**config.mk**
```make
export PLATFORM = sky130hd
export DESIGN_NAME = cordic_output_stage
export DESIGN_NICKNAME = d
export VERILOG_FILES = /design/src/rtl/cordic_pkg.sv /design/src/rtl/cordic_sync_fifo.sv /design/src/rtl/cordic_output_stage.sv
export SDC_FILE = /design/constraint.sdc
export NUM_CORES = 1
export LEC_CHECK = 0
export ABC_AREA = 1
export ABC_CLOCK_PERIOD_IN_PS = 6700
export BUFFER_PORTS_ARGS = -buffer_cell sky130_fd_sc_hd__clkbuf_2
export CORE_UTILIZATION = 54
export CTS_BUF_LIST = sky130_fd_sc_hd__clkbuf_16
export CTS_CLUSTER_DIAMETER = 30
export CTS_CLUSTER_SIZE = 28
export DETAILED_ROUTE_END_ITERATION = 12
export HOLD_SLACK_MARGIN = 0.06
export PLACE_DENSITY = 0.78
export SYNTH_ARGS = -nofsm -noshare
export SYNTH_HDL_FRONTEND = slang
export SYNTH_HIERARCHICAL = 1
export SYNTH_SLANG_ARGS = --single-unit
```
**constraint.sdc**
```tcl
create_clock -name i_clk -period 6.7 [get_ports i_clk]
set_clock_uncertainty 0.2 [all_clocks]
set_input_delay 0 -clock i_clk [delete_from_list [all_inputs] [get_ports i_clk]]
set_output_delay 0 -clock i_clk [all_outputs]
set_load 0.03 [all_outputs]
```
**src/rtl/cordic_pkg.sv**
```systemverilog
// Shared constants and helpers for the CORDIC datapath.
package cordic_pkg;

    localparam int CORDIC_DATA_WIDTH    = 16;
    localparam int CORDIC_DATA_OP_WIDTH = 18;
    localparam int CORDIC_FUNC_WIDTH    = 1;
    localparam int CORDIC_NUM_DATA      = 3;

    localparam int CORDIC_IDX_X = 2;
    localparam int CORDIC_IDX_Y = 1;
    localparam int CORDIC_IDX_Z = 0;

    // 1/K in Q1.15 (0.60725)
    localparam int CORDIC_GAIN_COMP = 19898;

    // Width of the gain-compensation product and of the saturation input
    localparam int CORDIC_PROD_WIDTH = CORDIC_DATA_OP_WIDTH + 16;

    localparam logic signed [CORDIC_PROD_WIDTH-1:0] CORDIC_SAT_MAX =
        CORDIC_PROD_WIDTH'((2 ** (CORDIC_DATA_WIDTH - 1)) - 1);
    localparam logic signed [CORDIC_PROD_WIDTH-1:0] CORDIC_SAT_MIN =
        CORDIC_PROD_WIDTH'(-(2 ** (CORDIC_DATA_WIDTH - 1)));

    typedef struct packed {
        logic                         sat;
        logic [CORDIC_DATA_WIDTH-1:0] val;
    } sat_res_t;

    // Clamp a wide signed value into the DATA_WIDTH signed range, flagging clipping
    function automatic sat_res_t sat_to_dw(input logic signed [CORDIC_PROD_WIDTH-1:0] v);
        sat_res_t r;
        r.sat = 1'b0;
        r.val = v[CORDIC_DATA_WIDTH-1:0];
        if (v > CORDIC_SAT_MAX) begin
            r.sat = 1'b1;
            r.val = {1'b0, {(CORDIC_DATA_WIDTH-1){1'b1}}};
        end else if (v < CORDIC_SAT_MIN) begin
            r.sat = 1'b1;
            r.val = {1'b1, {(CORDIC_DATA_WIDTH-1){1'b0}}};
        end
        return r;
    endfunction

endpackage

```
**src/rtl/cordic_sync_fifo.sv**
```systemverilog
// Result FIFO: first-word-fall-through head, registered almost-full and sticky overflow.
module cordic_sync_fifo
    import cordic_pkg::*;
#(
    parameter int WIDTH        = 50,
    parameter int DEPTH        = 4,
    parameter int AFULL_THRESH = 2
) (
    input  logic             i_clk,
    input  logic             i_rst,
    input  logic             i_wr,
    input  logic [WIDTH-1:0] i_wdata,
    input  logic             i_rd,
    output logic [WIDTH-1:0] o_rdata,
    output logic             o_vld,
    output logic             o_afull,
    output logic             o_ovf
);

    localparam int AW = $clog2(DEPTH);
    localparam logic [AW:0] DEPTH_C = (AW+1)'(DEPTH);
    localparam logic [AW:0] THRESH_C = (AW+1)'(AFULL_THRESH);

    logic [WIDTH-1:0] mem [DEPTH];
    logic [AW-1:0]    wr_ptr;
    logic [AW-1:0]    rd_ptr;
    logic [AW:0]      count;
    logic [AW:0]      count_nxt;
    logic             pop;
    logic             push;
    logic             drop;

    // A full FIFO still accepts a write when the head leaves in the same cycle
    assign pop  = i_rd && (count != '0);
    assign push = i_wr && ((count < DEPTH_C) || pop);
    assign drop = i_wr && !push;

    assign o_vld   = (count != '0);
    assign o_rdata = o_vld ? mem[rd_ptr] : '0;

    // Next occupancy, also used so o_afull moves in step with count
    always_comb begin
        count_nxt = count;
        case ({push, pop})
            2'b10:   count_nxt = count + (AW+1)'(1);
            2'b01:   count_nxt = count - (AW+1)'(1);
            default: count_nxt = count;
        endcase
    end

    // Storage array; contents are don't-care until written
    always_ff @(posedge i_clk) begin
        if (push) begin
            mem[wr_ptr] <= i_wdata;
        end
    end

    // Pointers, occupancy and status flags
    always_ff @(posedge i_clk or posedge i_rst) begin
        if (i_rst) begin
            wr_ptr  <= '0;
            rd_ptr  <= '0;
            count   <= '0;
            o_afull <= 1'b0;
            o_ovf   <= 1'b0;
        end else begin
            if (push) begin
                wr_ptr <= wr_ptr + AW'(1);
            end
            if (pop) begin
                rd_ptr <= rd_ptr + AW'(1);
            end
            count   <= count_nxt;
            o_afull <= ((DEPTH_C - count_nxt) <= THRESH_C);
            if (drop) begin
                o_ovf <= 1'b1;
            end
        end
    end

endmodule

```
**src/rtl/cordic_output_stage.sv**
```systemverilog
// CORDIC back end: 1/K gain compensation, rounding, saturation and result buffering.
module cordic_output_stage
    import cordic_pkg::*;
#(
    parameter int EN_SCALE      = 1,
    parameter int NUM_DATA      = CORDIC_NUM_DATA,
    parameter int FUNC_WIDTH    = CORDIC_FUNC_WIDTH,
    parameter int DATA_WIDTH    = CORDIC_DATA_WIDTH,
    parameter int DATA_OP_WIDTH = CORDIC_DATA_OP_WIDTH,
    parameter int GAIN_COMP     = CORDIC_GAIN_COMP,
    parameter int FIFO_DEPTH    = 4,
    parameter int AFULL_THRESH  = 2
) (
    input  logic                                     i_clk,
    input  logic                                     i_rst,
    input  logic                                     i_vld,
    input  logic [NUM_DATA*DATA_OP_WIDTH+FUNC_WIDTH-1:0] i_data,
    output logic                                     o_vld,
    input  logic                                     i_rdy,
    output logic [NUM_DATA*DATA_WIDTH+FUNC_WIDTH-1:0]    o_data,
    output logic                                     o_sat,
    output logic                                     o_afull,
    output logic                                     o_ovf
);

    localparam int IN_W  = NUM_DATA*DATA_OP_WIDTH + FUNC_WIDTH;
    localparam int OUT_W = NUM_DATA*DATA_WIDTH + FUNC_WIDTH;
    localparam int PW    = CORDIC_PROD_WIDTH;

    localparam logic signed [PW-1:0] GAIN_S  = PW'(GAIN_COMP);
    localparam logic signed [PW-1:0] ROUND_S = PW'(1 << 14);

    logic signed [DATA_OP_WIDTH-1:0] in_f [NUM_DATA];
    logic signed [PW-1:0]            s1_p_nxt [NUM_DATA];

    logic                    s1_vld;
    logic [FUNC_WIDTH-1:0]   s1_func;
    logic signed [PW-1:0]    s1_p [NUM_DATA];

    logic [OUT_W-1:0]        s2_data_nxt;
    logic                    s2_sat_nxt;
    logic                    s2_vld;
    logic [OUT_W-1:0]        s2_data;
    logic                    s2_sat;

    logic [OUT_W:0]          fifo_rdata;

    for (genvar g = 0; g < NUM_DATA; g++) begin : g_field
        assign in_f[g] = i_data[g*DATA_OP_WIDTH +: DATA_OP_WIDTH];
    end

    // S1 operands: X/Y become Q.15 products, other fields pass through sign-extended
    always_comb begin
        for (int k = 0; k < NUM_DATA; k++) begin
            s1_p_nxt[k] = PW'(in_f[k]);
            if ((k == CORDIC_IDX_X) || (k == CORDIC_IDX_Y)) begin
                if (EN_SCALE != 0) begin
                    s1_p_nxt[k] = PW'(in_f[k]) * GAIN_S;
                end else begin
                    s1_p_nxt[k] = PW'(in_f[k]) <<< 15;
                end
            end
        end
    end

    // S1 register stage
    always_ff @(posedge i_clk or posedge i_rst) begin
        if (i_rst) begin
            s1_vld  <= 1'b0;
            s1_func <= '0;
            s1_p    <= '{default: '0};
        end else begin
            s1_vld <= i_vld;
            if (i_vld) begin
                s1_func <= i_data[IN_W-1 -: FUNC_WIDTH];
                s1_p    <= s1_p_nxt;
            end
        end
    end

    // S2 arithmetic: round X/Y half up out of Q.15, then clamp every field
    always_comb begin
        logic signed [PW-1:0] v;
        sat_res_t             r;
        s2_data_nxt = '0;
        s2_sat_nxt  = 1'b0;
        s2_data_nxt[OUT_W-1 -: FUNC_WIDTH] = s1_func;
        for (int k = 0; k < NUM_DATA; k++) begin
            v = s1_p[k];
            if ((k == CORDIC_IDX_X) || (k == CORDIC_IDX_Y)) begin
                v = (s1_p[k] + ROUND_S) >>> 15;
            end
            r = sat_to_dw(v);
            s2_data_nxt[k*DATA_WIDTH +: DATA_WIDTH] = r.val;
            s2_sat_nxt = s2_sat_nxt | r.sat;
        end
    end

    // S2 register stage
    always_ff @(posedge i_clk or posedge i_rst) begin
        if (i_rst) begin
            s2_vld  <= 1'b0;
            s2_data <= '0;
            s2_sat  <= 1'b0;
        end else begin
            s2_vld <= s1_vld;
            if (s1_vld) begin
                s2_data <= s2_data_nxt;
                s2_sat  <= s2_sat_nxt;
            end
        end
    end

    cordic_sync_fifo #(
        .WIDTH        (OUT_W + 1),
        .DEPTH        (FIFO_DEPTH),
        .AFULL_THRESH (AFULL_THRESH)
    ) u_fifo (
        .i_clk   (i_clk),
        .i_rst   (i_rst),
        .i_wr    (s2_vld),
        .i_wdata ({s2_sat, s2_data}),
        .i_rd    (i_rdy),
        .o_rdata (fifo_rdata),
        .o_vld   (o_vld),
        .o_afull (o_afull),
        .o_ovf   (o_ovf)
    );

    assign o_sat  = fifo_rdata[OUT_W];
    assign o_data = fifo_rdata[OUT_W-1:0];

endmodule

```
==> impl_results.md, run 1 <==
* CP max FO at 6
* Post-synth EDFFs at 200
* Most frequent CP cell: inv_1
* Worst Tran Pin Value at approximately 1.1 ns
* Vias in the first global route at between 15000 and 20000
* Crit share post-route at ~83%
* Fmax at approximately 0.18 GHz
* Clock transition at path regs at roughly 0.06 ns
* Clk buf depth at 3
* Die span in x at around 220 µm
* Die area at around 0.047 mm²
* Leading area contributor after synthesis: edfxtp_1
* DP Cell Count at about 3400
* Crit path DAT at about 5.8 ns
* Initial antenna violation count at 2
* Register area share after synthesis at between 30% and 40%
* ANT nets after route at 0
* Post-cts resize count at 0
* Die Height at ~220 µm
* Fin crit period at about 5.5 ns
* Top-count cell post-synth: inv_1
* Share of layout cells above drive strength 1 at about 8.1%
* GRT Resource Usage Total at 25.44%
* Non-filler cells in the finished layout at about 3500
* Cell count after synthesis at approximately 2700
* Row count at 78
* Clock root buffer: clkbuf_16
* DRC viols at 0
* Via count at between 15000 and 20000
* DP HPWL at ~44 mm
* Post-synth top cells: inv_1 (487), nand2_1 (412), nor2_1 (373)
* Gpl congestion at around 0.95
* Post-synth top area share at between 20% and 30%
* Max cap viols at 0
* RSZ-0062 raised after global routing: no
* Most common flop cell mapped by yosys: edfxtp_1
* Htree depth at 2
* Io pins at between 100 and 150
* Num CTS Buffers at 38
* Clock sink total at 320
* Via-to-Cell Ratio at ~5.3
* First-pass GRT wire length at 95.97 mm
* Fin. Hold Viols at 0
* #FFs+latches synth at 320
* DR iter-0 viols at between 1000 and 1500
* Total grt overflow at 0
* Total Wirelength at around 58 mm
* CTS tree: yes
* Status: finished, final reports clean
* Initial Util at between 50% and 60%
* DR pass1 iterations at 5
* Asr flop ratio synth at a little under two fifths
* Setup crit start kind: primary input
* Fin Hold WS at between 0.07 and 0.08 ns
* Critical path required time at about 7 ns
* Crit-path slowest cell: dlygate4sd3_1
* Min-delay worst type: in -> reg
* Worst Setup End Kind: flop
* Postcts setup bufs at 0
* Synth-to-Final Area Change at 12.37%
* Mapped Area at between 0.02 and 0.03 mm²
* IO buf count at around 110
* Critical path class: in -> reg
* Nets@finish at between 3000 and 4000
* Synth Warn # at 6
* Slew Viols, Final at 0
* Syn nets at around 3200
* Mapped Avg Cell Area at 9.241 µm²
* Largest net degree at the start of global routing at between 80 and 90
* CP max stage delay at ~0.57 ns
* Drt wl/cell at approximately 17 µm
* Final setup violation count at 0
* Synth cell types at 43
* Core area at between 0.04 and 0.05 mm²
* Clk_lat worst skew at roughly 0.54 ns
* Setup TNS at 0 ns
* Worst rel slew slack at between 20% and 30%
* Synth top area cells: edfxtp_1 (24%), fa_1 (18%), dfrtp_1 (12%)
-- logic make-up (layout without fill, tap and decap cells) --
logic type               count (synthesis)  after routing  synth area share, %
adder cells (fa/ha/maj)                468            468                30.29
flip-flops                             320            320                35.95
AO/OA/AOI/OAI                          368            368                7.983
AND/OR/NAND/NOR                        957            957                15.67
other                                    0              2                    0
buffers and inverters                  556            755                8.607
XOR/XNOR                                43             43                1.503
-- path summary, 6_finish.rpt --
check                           depth (start not counted)        endpoint             from  slack (ns)
worst max-delay path                                   25        s1_p[67]       i_data[34]        1.16
worst min-delay path                                    5        s1_p[33]       i_data[52]        0.07
worst max register to register                         12  u_fifo/o_afull  u_fifo/count[2]        3.25
worst min register to register                          1    u_fifo/o_ovf     u_fifo/o_ovf        0.27
max in group asynchronous                               5        s1_p[23]            i_rst        4.49
min in group asynchronous                               4  u_fifo/o_afull            i_rst        0.40
-- final cells by class --
| class | count | area, µm² |
|---|---|---|
| Timing Repair Buffer | 191 | 1324 |
| Sequential cell | 320 | 9010 |
| Fill cell | 3726 | 17420 |
| Inverter | 494 | 1857 |
| Clock inverter | 32 | 329.1 |
| Tap cell | 600 | 750.7 |
| Multi-Input combinational cell | 1836 | 13930 |
| Antenna cell | 2 | 5.005 |
| Clock buffer | 38 | 950.9 |
-- worst max-delay path, delay by kind of cell --
kind | cells | cell delay [ns]
and+or+nand+nor | 9 | 0.93
adders and majority gates | 7 | 3.08
buffers and inverters | 9 | 1.74
-- stage by stage --
step / worst slack (ns) / area, µm² / util (%)
global placement: 1.212 / 26210 / 57.50
detailed placement: 1.170 / 26210 / 57.50
CTS: 1.215 / 28160 / 61.78
floorplan: 2.016 / 25060 / -
global route: 0.8902 / 28160 / 61.79
finish: 1.155 / 28160 / 61.79
-- cells in the final DEF (no fill, tap or decap), types with 4 or more instances in the layout --
cell,Yosys,final
a21boi_0,6,6
a21o_1,18,18
a21oi_1,121,120
a31oi_1,21,21
buf_4,9,13
clkbuf_16,0,38
clkbuf_2,0,111
clkinv_1,1,4
clkinvlp_4,0,4
dfrtp_1,120,119
dlygate4sd3_1,0,67
edfxtp_1,200,200
fa_1,231,231
ha_1,237,237
inv_1,487,487
inv_2,6,6
inv_6,0,6
inv_8,0,8
nand2_1,412,412
nand2_2,8,8
nand3_1,89,89
nand3b_1,13,13
nand4_1,19,19
nor2_1,373,369
nor2_2,6,6
nor2_4,1,5
nor3_1,16,16
nor4_1,4,4
o21a_1,6,6
o21ai_0,154,154
o21ai_1,29,29
o21bai_1,6,6
or2_2,8,8
xnor2_1,10,10
xor2_1,33,33
-- registers in the layout, summed over array words and instances (netlist names) --
| register | flops |
|---|---|
| u_fifo/wr_ptr | 2 |
| s1_p | 58 |
| s2_data | 49 |
| u_fifo/rd_ptr | 2 |
| s2_sat | 1 |
| u_fifo/count | 3 |
| s1_vld | 1 |
| u_fifo/o_ovf | 1 |
| s1_func | 1 |
| u_fifo/o_afull | 1 |
| s2_vld | 1 |
| u_fifo/mem | 200 |
-- routing by layer --
layer	wire [µm]	GRT usage, %	vias up
met5	0	0	-
met2	28170	43.22	564
met1	26240	35.39	8907
li1	-	-	9004
met3	2917	2.022	83
met4	1096	6.385	0
-- what timing repair did --
item,4_1_cts,5_1_grt
hold endpoints to repair,128,0
setup endpoints to repair,0,0
hold buffers,67,0
Power of run 1 is left out: the tool's default activity adds up to more than one toggle a clock period on the data nets, which glitch-free logic cannot reach.
==> inputs of run 2 (changes only) <==
Settings changed: ABC_CLOCK_PERIOD_IN_PS 6700 to 4940, PLACE_DENSITY 0.78 to 0.81.
Clock period 6.7 ns to 4.94 ns, I/O delays scaled along.
==> impl_results.md, run 2 (same netlist as run 1, synthesis figures left out) <==
* Status: finished, final reports clean
* Drt wl/cell at about 17 µm
* R2r startpoint: u_fifo/count[2]
* Number of flip-flops in the largest register at 200
* DR pass1 iterations at 6
* Postcts setup bufs at 0
* Min-delay worst type: in -> reg
* Via-to-Cell Ratio at roughly 5.3
* Critical path class: in -> reg
* Share of layout cells above drive strength 1 at a little over an eighth
* Htree depth at 2
* Nets@finish at around 3600
* Biggest register: u_fifo/mem
* GRT Resource Usage Total at a little over a quarter
* Crit path DAT at a little under 5 ns
* Gpl congestion at about 0.95
* Worst rel slew slack at about a quarter
* Num CTS Buffers at 42
* IO buf count at about 110
* Synth-to-Final Area Change at 18.02%
* Critical Path Source: i_data[34]
* CP cell instances: clkbuf_2, dlygate4sd3_1, buf_4, ha_2, ha_1, fa_1, fa_1, fa_1, inv_1, fa_1, inv_1, ha_4, nand2_1, nor3_1, nand3_1, or2_2, nand3_1, nand2_1, nand3_1, nand2_1
* Setup crit start kind: primary input
* Worst Min Path Start: i_data[53]
* ANT nets after route at 0
* Commonest non-fill, non-tap cell in the layout: inv_1
* Fmax at 0.2139 GHz
* Worst Setup End Kind: flop
* Leading registers by flop count: u_fifo/mem (200), s1_p (58), s2_data (49)
* Clock root buffer: clkbuf_16
* Io pins at around 110
* DRC viols at 0
* Commonest non-fill, non-tap cells in the layout: inv_1 (490), nand2_1 (411), nor2_1 (356)
* RSZ-0062 raised after global routing: no
* FILL cells at ~3600
* Fin Hold WS at ~0.055 ns
* Pre-CTS setup slack at -0.1417 ns
* Clock sink total at 320
* Largest net degree at the start of global routing at 103
* Final setup violation count at 0
* First-pass GRT wire length at roughly 100 mm
* Critical path required time at between 5 and 6 ns
* CTS tree: yes
* Fin crit period at 4.675 ns
* Initial antenna violation count at 0
* Total Wirelength at around 60 mm
* Clock transition at path regs at about 0.050 ns
* CP max FO at 5
* Initial Util at approximately 55%
* Row count at 78
* Die area at ~0.047 mm²
* Via count at 19490
* Die Height at between 200 and 250 µm
* Slew Viols, Final at 0
* Fin. Hold Viols at 0
* DP HPWL at between 40 and 50 mm
* Clk_lat worst skew at ~0.54 ns
* Die span in x at around 220 µm
* Clk buf depth at 3
* Core area at 0.04558 mm²
* Worst Tran Pin Value at 1.136 ns
* Crit-path slowest cell: dlygate4sd3_1
* CP max stage delay at 0.58 ns
* Max cap viols at 0
* DR iter-0 viols at about 1300
* Total grt overflow at 0
* Most frequent CP cell: fa_1
* Vias in the first global route at about 20000
* Crit share post-route at between 90% and 100%
* Final WS setup at 0.2654 ns
-- run 2: timing repair --
item,4_1_cts,5_1_grt
endpoints found under the hold margin,137,0
endpoints found under the setup margin,0,22
hold buffers,64,0
resized for setup,0,38
-- run 2: critical path: cells and delay by family --
kind | cells | cell delay, ns
fa+ha+maj | 7 | 2.84
simple gates | 8 | 1.07
buf+inv | 5 | 0.98
-- run 2: layer usage --
layer | up-vias | global-route usage, % | wire length, µm
li1 | 9326 | - | -
met2 | 558 | 46.25 | 30090
met1 | 9485 | 36.00 | 26820
met5 | - | 0 | 0
met3 | 119 | 2.678 | 2987
met4 | 0 | 7.559 | 1439
-- run 2: cell type report --
cell class,instances,area [µm²],share of cell area [%]
Sequential cell,320,9010,30.46
Timing Repair Buffer,340,2440,8.249
Clock inverter,36,411.6,1.392
Inverter,494,1857,6.278
Antenna cell,1,2.502,0.008461
Tap cell,600,750.7,2.538
Clock buffer,42,1051,3.554
Multi-Input combinational cell,1836,14050,47.52
-- run 2: worst paths after layout --
path | end | slack [ns] | cells after the start
min in group asynchronous | u_fifo/o_ovf | 0.39 | 4
max | s1_p[60] | 0.27 | 20
min reg2reg | u_fifo/o_ovf | 0.27 | 1
min | s1_p[33] | 0.06 | 5
max reg2reg | u_fifo/o_afull | 2.11 | 12
max in group asynchronous | s1_p[60] | 2.75 | 5
-- run 2: stage by stage --
step	area (µm²)	TNS, ns	util, %	cells
global placement	27350	-1.233	60.01	3527
global route	29570	0	64.89	3668
CTS	29450	0	64.62	3669
floorplan	25060	0	-	2712
finish	29580	0	64.89	3669
detailed placement	27350	-2.214	60.01	3527
Power of run 2 is left out for the same reason.
